### src/rtl/calc_param_core.sv
// Keypad-driven decimal calculator core: serial BCD->binary load, add/sub or
// shift-add multiply, double-dabble back to BCD. Define CALC_BACKSPACE_EN for backspace.
module calc_param_core #(
  parameter int NDIGITS = 8,
  parameter int DATA_W  = 27
) (
  input  logic       clock_i,
  input  logic       reset_i,
  input  logic [3:0] cmd_i,
  input  logic       cmd_valid_i,
  output logic       cmd_ready_o,
  output logic [6:0] displays_o [NDIGITS],
  output logic [1:0] status_o
);

  // state    | meaning
  // S_ENTRY  | taking digits/operators; shows entry, or acc right after an operator
  // S_LOAD   | BCD->binary of entry (and of acc while it is still BCD), one digit/cycle
  // S_EXEC   | add/sub in one cycle, or shift-add multiply over DATA_W cycles
  // S_CONV   | double-dabble of the result magnitude back to BCD
  // S_RESULT | showing acc after '='
  // S_ERROR  | overflow; only clear or reset leaves

  localparam int BW = 4 * NDIGITS;
  localparam int PW = 2 * DATA_W;
  localparam int AW = DATA_W + 1;
  localparam int SW = DATA_W + 2;
  localparam int CW = $clog2(DATA_W + 1);
  localparam logic [PW-1:0] MAX_POS = PW'(10 ** NDIGITS - 1);
  localparam logic [PW-1:0] MAX_NEG = PW'(10 ** (NDIGITS - 1) - 1);
  localparam logic [3:0] CMD_ADD = 4'hA;
  localparam logic [3:0] CMD_SUB = 4'hB;
  localparam logic [3:0] CMD_MUL = 4'hC;
  localparam logic [3:0] CMD_EQ  = 4'hE;
  localparam logic [3:0] CMD_CLR = 4'hF;
`ifdef CALC_BACKSPACE_EN
  localparam logic [3:0] CMD_BSP = 4'hD;
`endif

  typedef enum logic [2:0] {S_ENTRY, S_LOAD, S_EXEC, S_CONV, S_RESULT, S_ERROR} state_t;
  typedef enum logic [1:0] {OP_NONE, OP_ADD, OP_SUB, OP_MUL} op_t;

  state_t            state_q;
  op_t               pend_q, op_q, nxt_pend_q;
  logic [BW-1:0]     entry_q, acc_bcd_q, disp_bcd_q, ld_e_q, ld_a_q, bcd_q;
  logic [3:0]        cnt_dig_q;
  logic              seen_q, acc_is_bcd_q, disp_neg_q, to_result_q, res_neg_q, err_q;
  logic [AW-1:0]     acc_q, opa_q;
  logic [DATA_W-1:0] lb_e_q, lb_a_q, ope_q, mplier_q, bin_q, res_mag_q;
  logic [PW-1:0]     mcand_q, prod_q;
  logic [CW-1:0]     cnt_q;

  logic              accept, is_digit, is_op, is_eq, do_clear, start_cmp;
  op_t               new_op;
  logic [DATA_W-1:0] lb_e_d, lb_a_d, opa_mag_d;
  logic [AW-1:0]     opa_d, acc_res_d;
  logic [SW-1:0]     sum_d, sum_mag_d;
  logic [PW-1:0]     prod_d, ex_mag_d;
  logic              ex_neg_d, ex_err_d;
  logic [BW-1:0]     bcd_adj_d, bcd_d, entry_shl_d;

  assign cmd_ready_o = !(state_q inside {S_LOAD, S_EXEC, S_CONV});

  always_comb begin
    accept    = cmd_valid_i && cmd_ready_o;
    is_digit  = cmd_i <= 4'd9;
    is_op     = (cmd_i == CMD_ADD) || (cmd_i == CMD_SUB) || (cmd_i == CMD_MUL);
    is_eq     = cmd_i == CMD_EQ;
    do_clear  = accept && (cmd_i == CMD_CLR);
    start_cmp = accept && (state_q == S_ENTRY) && (is_op || is_eq) &&
                (pend_q != OP_NONE) && seen_q;
    case (cmd_i)
      CMD_ADD: new_op = OP_ADD;
      CMD_SUB: new_op = OP_SUB;
      CMD_MUL: new_op = OP_MUL;
      default: new_op = OP_NONE;
    endcase
  end

  always_comb begin
    lb_e_d    = (lb_e_q << 3) + (lb_e_q << 1) + DATA_W'(ld_e_q[BW-1 -: 4]);
    lb_a_d    = (lb_a_q << 3) + (lb_a_q << 1) + DATA_W'(ld_a_q[BW-1 -: 4]);
    // acc entered as BCD is converted alongside the entry, so it costs no extra cycles
    opa_d     = acc_is_bcd_q ? {1'b0, lb_a_d} : acc_q;
    opa_mag_d = opa_d[AW-1] ? (~opa_d[DATA_W-1:0] + DATA_W'(1)) : opa_d[DATA_W-1:0];
    sum_d     = (op_q == OP_SUB) ? ({opa_q[AW-1], opa_q} - {2'b00, ope_q})
                                 : ({opa_q[AW-1], opa_q} + {2'b00, ope_q});
    sum_mag_d = sum_d[SW-1] ? (~sum_d + SW'(1)) : sum_d;
    prod_d    = prod_q + (mplier_q[0] ? mcand_q : '0);
    if (op_q == OP_MUL) begin
      ex_mag_d = prod_d;
      ex_neg_d = opa_q[AW-1] && (ope_q != '0);
    end else begin
      ex_mag_d = PW'(sum_mag_d);
      ex_neg_d = sum_d[SW-1];
    end
    ex_err_d  = ex_neg_d ? (ex_mag_d > MAX_NEG) : (ex_mag_d > MAX_POS);
    bcd_adj_d = bcd_q;
    for (int i = 0; i < NDIGITS; i++) begin
      if (bcd_q[4*i +: 4] >= 4'd5) bcd_adj_d[4*i +: 4] = bcd_q[4*i +: 4] + 4'd3;
    end
    bcd_d       = {bcd_adj_d[BW-2:0], bin_q[DATA_W-1]};
    entry_shl_d = {entry_q[BW-5:0], cmd_i};
    acc_res_d   = res_neg_q ? (~{1'b0, res_mag_q} + AW'(1)) : {1'b0, res_mag_q};
  end

  always_ff @(posedge clock_i) begin
    if (reset_i || do_clear) begin
      state_q      <= S_ENTRY;
      pend_q       <= OP_NONE;
      op_q         <= OP_NONE;
      nxt_pend_q   <= OP_NONE;
      entry_q      <= '0;
      acc_bcd_q    <= '0;
      disp_bcd_q   <= '0;
      ld_e_q       <= '0;
      ld_a_q       <= '0;
      bcd_q        <= '0;
      cnt_dig_q    <= '0;
      seen_q       <= 1'b0;
      acc_is_bcd_q <= 1'b0;
      disp_neg_q   <= 1'b0;
      to_result_q  <= 1'b0;
      res_neg_q    <= 1'b0;
      err_q        <= 1'b0;
      acc_q        <= '0;
      opa_q        <= '0;
      lb_e_q       <= '0;
      lb_a_q       <= '0;
      ope_q        <= '0;
      mplier_q     <= '0;
      bin_q        <= '0;
      res_mag_q    <= '0;
      mcand_q      <= '0;
      prod_q       <= '0;
      cnt_q        <= '0;
    end else begin
      case (state_q)
        S_ENTRY, S_RESULT: begin
          if (start_cmp) begin
            ld_e_q      <= entry_q;
            ld_a_q      <= acc_bcd_q;
            lb_e_q      <= '0;
            lb_a_q      <= '0;
            op_q        <= pend_q;
            nxt_pend_q  <= new_op;
            to_result_q <= is_eq;
            entry_q     <= '0;
            cnt_dig_q   <= '0;
            seen_q      <= 1'b0;
            cnt_q       <= CW'(NDIGITS - 1);
            state_q     <= S_LOAD;
          end else if (accept && is_digit) begin
            seen_q     <= 1'b1;
            disp_neg_q <= 1'b0;
            if (state_q == S_RESULT) begin
              entry_q      <= BW'(cmd_i);
              cnt_dig_q    <= (cmd_i != 4'd0) ? 4'd1 : 4'd0;
              disp_bcd_q   <= BW'(cmd_i);
              acc_q        <= '0;
              acc_bcd_q    <= '0;
              acc_is_bcd_q <= 1'b0;
              pend_q       <= OP_NONE;
              state_q      <= S_ENTRY;
            end else if (cnt_dig_q != 4'(NDIGITS) && (cnt_dig_q != 4'd0 || cmd_i != 4'd0)) begin
              entry_q    <= entry_shl_d;
              cnt_dig_q  <= cnt_dig_q + 4'd1;
              disp_bcd_q <= entry_shl_d;
            end else begin
              disp_bcd_q <= entry_q;
            end
          end else if (accept && (is_op || is_eq)) begin
            // no compute: acc takes the entry (still BCD) or is kept; display already shows it
            if (state_q == S_ENTRY && pend_q == OP_NONE) begin
              acc_bcd_q    <= entry_q;
              acc_is_bcd_q <= 1'b1;
            end
            pend_q    <= new_op;
            entry_q   <= '0;
            cnt_dig_q <= '0;
            seen_q    <= 1'b0;
            state_q   <= is_eq ? S_RESULT : S_ENTRY;
          end
`ifdef CALC_BACKSPACE_EN
          else if (accept && cmd_i == CMD_BSP && state_q == S_ENTRY && cnt_dig_q != 4'd0) begin
            entry_q    <= entry_q >> 4;
            disp_bcd_q <= entry_q >> 4;
            cnt_dig_q  <= cnt_dig_q - 4'd1;
          end
`endif
        end
        S_LOAD: begin
          lb_e_q <= lb_e_d;
          lb_a_q <= lb_a_d;
          ld_e_q <= ld_e_q << 4;
          ld_a_q <= ld_a_q << 4;
          if (cnt_q == '0) begin
            opa_q    <= opa_d;
            ope_q    <= lb_e_d;
            mcand_q  <= PW'(opa_mag_d);
            mplier_q <= lb_e_d;
            prod_q   <= '0;
            cnt_q    <= (op_q == OP_MUL) ? CW'(DATA_W - 1) : '0;
            state_q  <= S_EXEC;
          end else begin
            cnt_q <= cnt_q - CW'(1);
          end
        end
        S_EXEC: begin
          prod_q   <= prod_d;
          mcand_q  <= mcand_q << 1;
          mplier_q <= mplier_q >> 1;
          if (cnt_q == '0) begin
            err_q     <= ex_err_d;
            res_neg_q <= ex_neg_d;
            res_mag_q <= ex_mag_d[DATA_W-1:0];
            bin_q     <= ex_mag_d[DATA_W-1:0];
            bcd_q     <= '0;
            cnt_q     <= CW'(DATA_W - 1);
            state_q   <= S_CONV;
          end else begin
            cnt_q <= cnt_q - CW'(1);
          end
        end
        S_CONV: begin
          bcd_q <= bcd_d;
          bin_q <= bin_q << 1;
          err_q <= err_q | bcd_adj_d[BW-1];
          if (cnt_q == '0) begin
            if (err_q || bcd_adj_d[BW-1]) begin
              state_q <= S_ERROR;
            end else begin
              acc_q        <= acc_res_d;
              acc_is_bcd_q <= 1'b0;
              disp_bcd_q   <= bcd_d;
              disp_neg_q   <= res_neg_q;
              pend_q       <= nxt_pend_q;
              state_q      <= to_result_q ? S_RESULT : S_ENTRY;
            end
          end else begin
            cnt_q <= cnt_q - CW'(1);
          end
        end
        S_ERROR: state_q <= S_ERROR;
        default: state_q <= S_ENTRY;
      endcase
    end
  end

  function automatic logic [6:0] seg7(input logic [3:0] d);
    case (d)
      4'd0:    seg7 = 7'b0111111;
      4'd1:    seg7 = 7'b0000110;
      4'd2:    seg7 = 7'b1011011;
      4'd3:    seg7 = 7'b1001111;
      4'd4:    seg7 = 7'b1100110;
      4'd5:    seg7 = 7'b1101101;
      4'd6:    seg7 = 7'b1111101;
      4'd7:    seg7 = 7'b0000111;
      4'd8:    seg7 = 7'b1111111;
      4'd9:    seg7 = 7'b1101111;
      default: seg7 = 7'b0000000;
    endcase
  endfunction

  always_comb begin
    logic lead;
    lead = 1'b1;
    for (int i = NDIGITS - 1; i >= 0; i--) begin
      displays_o[i] = 7'b0000000;
      if (state_q == S_ERROR) begin
        if (i == 0) displays_o[i] = 7'b1111001;
      end else begin
        if (disp_bcd_q[4*i +: 4] != 4'd0 || i == 0) lead = 1'b0;
        if (!lead) displays_o[i] = seg7(disp_bcd_q[4*i +: 4]);
        else if (i == NDIGITS - 1 && disp_neg_q) displays_o[i] = 7'b1000000;
      end
    end
  end

  always_comb begin
    case (state_q)
      S_ENTRY:  status_o = 2'b00;
      S_RESULT: status_o = 2'b10;
      S_ERROR:  status_o = 2'b11;
      default:  status_o = 2'b01;
    endcase
  end

endmodule

### config.mk
export PLATFORM = sky130hd
export DESIGN_NAME = calc_param_core
export DESIGN_NICKNAME = d
export VERILOG_FILES = /design/src/rtl/calc_param_core.sv
export SDC_FILE = /design/constraint.sdc
export NUM_CORES = 2
export LEC_CHECK = 0
export BUFFER_PORTS_ARGS = -buffer_cell sky130_fd_sc_hd__buf_2
export CAP_MARGIN = 40
export CORE_ASPECT_RATIO = 1.75
export CORE_MARGIN = 2
export CORE_UTILIZATION = 64
export CTS_BUF_LIST = sky130_fd_sc_hd__clkbuf_16
export DETAILED_ROUTE_END_ITERATION = 6
export PLACE_DENSITY = 0.81
export REMOVE_ABC_BUFFERS = 1
export SYNTH_ARGS = -nofsm -noshare
export SYNTH_HDL_FRONTEND = slang
export SYNTH_SLANG_ARGS = --single-unit
export TNS_END_PERCENT = 5
### constraint.sdc
create_clock -name clock_i -period 7.4 [get_ports clock_i]
set_input_delay 1.11 -clock clock_i [delete_from_list [all_inputs] [get_ports clock_i]]
set_output_delay 1.11 -clock clock_i [all_outputs]
set_load 0.01 [all_outputs]
==> results.toml <==
[status]
status = "finished, violations left"
violations = "DRC"

[timing]
setup_viol_count_final = 0
fmax_ghz = 0.1580
drv_slew = 0
fin_crit_sh_pct = 85.53
worst_pin_slew_ns = 1.023
fin_ws_ns = 1.070
hold_violations = 0
period_minus_slack_ns = 6.330
relSlewSlack_pct = 31.48
whs_ns = 0.4499
worst_clock_skew_ns = 0.02021
rsz0062_at_grt = "false"

[route]
wl_per_cell_um = 20.55
routed_via_density = 6.469
drt_iter0_markers = 2388
drt_drc_violations_left = 1
first_pass_iters = 7
routed_wl_mm = 108.4
routed-via-count = 34120
ant_nets = 0

[worst_setup_path]
worst_ep_required_time_ns = 7.95
end_kind = "register"
worst_setup_path_start_kind = "register"
worstSetupPathType = "register to register"
critPathArrivalTime_ns = 6.88
cp_max_fo = 11

[clocking]
cts-resized-gates = 0
clk_pin_slew_worst_paths_ns = 0.07
cts_tree = "done"
htree_levels = 2
cts_root_buf = "clkbuf_16"
clk_latency_ns = 0.62
cts_buffers = 55
post_cts_buffers = 0
clk_path_buf_depth = 3
hold_buffers = 0
clock-sinks = 596

[global_route]
antenna_found_initial = 4
grt_pass1_wl_mm = 170.5
grt_remaining_overflow = 0
grt_max_degree = 200
grt_use_total_pct = 36.76
grt_pass1_vias = 33060

[yosys]
yosys_warnings = 0
synthArstFlopShare_pct = 0
syn_inst = 4644
ys_ff_latch = 596
synth_top_area_share_pct = 33.41
synth_area_leaders = "dfxtp_1, ha_1, a21oi_1"
ys_types = 84
dominantRegCellSynth = "dfxtp_1"
synth.cell_area_um2 = 35720
synth_area_leader_cell = "dfxtp_1"
syn_area_per_cell_um2 = 7.691
seq_area_frac_synth_pct = 33.41
synth_edf_count = 0

[place]
hpwl_mm = 78.57
dp_worst_setup_slack_ns = 1.207
io_buffers = 65
place_congestion = 1.057
dp_cells = 5172

[power_and_ir_drop]
comb_power_share_pct = 6.5
powerDensity_nw_per_um2 = 174.3
p_sw_mw = 1.614
swShare_pct = 24.15
total_power_mw = 6.682
p_leak_nw = 14.99
p_seq_share_pct = 48.7
clkPwrFrac_pct = 44.8
vdd_ir_drop_max_mv = 0.2220
power.internal_mw = 5.068

[final_layout]
area_growth_pct = 7.315
drive_gt1_share_pct = 5.834
finalNonFillerCells = 5275
num-nets-final = 4795
nFillCells = 4602
utilization_pct = 69.44

[run]
drv_cap = 0

[hold_path]
hp-class = "register to register"

[floorplan]
die_h_um = 316.5
initial_core_util_pct = 64.70
num_io_pins = 66
fp-row-count = 114
core_um2 = 55200
die-area_um2 = 57790
die_x_um = 182.6
-- cell usage after synthesis (19+ instances only) --
library cell	number
or3_1	34
nor3b_1	22
a31oi_1	63
a21boi_0	19
and3_1	34
nand3_1	242
nor3_1	104
nand2_1	558
nand4_1	31
clkbuf_1	271
o221ai_1	39
a22oi_1	133
mux2i_1	43
a21o_1	54
nor2_1	421
ha_1	248
xnor2_1	142
or2_2	22
o22ai_1	35
dfxtp_1	596
o21ai_0	186
inv_1	106
nor4_1	37
a21oi_1	615
nor2b_1	35
o211ai_1	27
a211oi_1	51
nand2b_1	38
and2_1	125
o31ai_1	26
xor2_1	67
o21a_1	22
-- layout by cell type, fill, tap and decap left out, types with 67 or more instances in the layout --
| cell | synthesis | routed |
|---|---|---|
| nor2_1 | 421 | 414 |
| nor3_1 | 104 | 104 |
| a21oi_1 | 615 | 614 |
| ha_1 | 248 | 248 |
| dfxtp_1 | 596 | 595 |
| and2_1 | 125 | 125 |
| a22oi_1 | 133 | 133 |
| nand3_1 | 242 | 242 |
| inv_1 | 106 | 114 |
| xnor2_1 | 142 | 142 |
| o21ai_0 | 186 | 184 |
| nand2_1 | 558 | 557 |
| xor2_1 | 67 | 67 |
-- power by group through the flow --
stage / clock, mW / combinational (mW) / sequential (mW)
final: 2.99 / 0.435 / 3.26
after floorplan: 0 / 0.268 / 3.33
after global placement: 0 / 0.419 / 3.33
after global routing: 3.13 / 0.476 / 3.26
after CTS: 3.01 / 0.432 / 3.26
after detailed placement: 0 / 0.428 / 3.33
-- path summary, 6_finish.rpt --
path                startpoint   endpoint  slack, ns  cells past startpoint
setup / recovery      ope_q[2]      err_q       1.07                     22
hold / removal    acc_bcd_q[0]  ld_a_q[0]       0.45                      2
setup reg to reg      ope_q[2]      err_q       1.07                     22
hold reg to reg   acc_bcd_q[0]  ld_a_q[0]       0.45                      2
-- metrics by stage --
step           area [µm²]   TNS, ns
2_1_floorplan       34620  -1220.01
3_3_place_gp        36360         0
3_5_place_dp        36450         0
4_1_cts             38320         0
5_1_grt             38320         0
6_report            38330         0
-- area by class of cell --
class                   instances  area [µm²]  share of cell area, %
flip-flops and latches        596       11930                  31.13
diodes                          2       5.005                0.01306
well taps                     696       870.8                  2.272
inverters                     108       405.4                  1.058
repair buffers                121       819.5                  2.138
clock buffers                  57        1426                  3.721
clock inverters                43       439.2                  1.146
multi-input cells            3652       22430                  58.52
-- layer usage --
layer | routed length [µm] | track usage [%] | part of all wire, %
met3 | 5711 | 6.512 | 5.3
met5 | 23 | 0 | 0.021
met4 | 9989 | 30.08 | 9.2
met2 | 55310 | 67.99 | 51
met1 | 37380 | 35.50 | 34
-- critical path: stages (launching register included) --
cell and delay [ns]:
dfxtp_1 0.34, or3_1 0.44, or3_1 0.37, nor2_1 0.17, nand2_1 0.11, nor2_1 0.28, a21oi_1 0.13, xnor2_1 0.14
ha_1 0.40, a21o_1 0.24, a31oi_1 0.40, a2bb2oi_1 0.20, a31o_2 0.23, nand3_1 0.13, a21oi_1 0.78, nor2_1 0.38
a21oi_1 0.23, o31ai_1 0.14, nor4b_1 0.46, o21ai_0 0.20, a211oi_2 0.25, o22ai_1 0.11, a21oi_1 0.13
-- kinds of logic after synthesis --
group,count (synthesis),synth area share (%)
AO/OA/AOI/OAI,1396,24.02
XOR/XNOR,209,5.125
adder cells (fa/ha/maj),255,9.052
buffers and inverters,396,4.214
flip-flops,596,33.41
multiplexers,48,1.363
AND/OR/NAND/NOR,1744,22.82
-- flip-flops by register name, summed over array words and instances, names as in the netlist, 2 cells and up, named ones only --
name and count:
prod_q 54, acc_q 28, cnt_dig_q 4, ld_e_q 32
cnt_q 5, state_q 3, res_mag_q 27, entry_q 32
op_q 2, mcand_q 54, nxt_pend_q 2, bin_q 27
lb_a_q 26, acc_bcd_q 32, ld_a_q 32, lb_e_q 26
mplier_q 27, ope_q 27, opa_q 28, pend_q 2
disp_bcd_q 32, bcd_q 32
No activity file was read; power rests on OpenSTA's default activity.
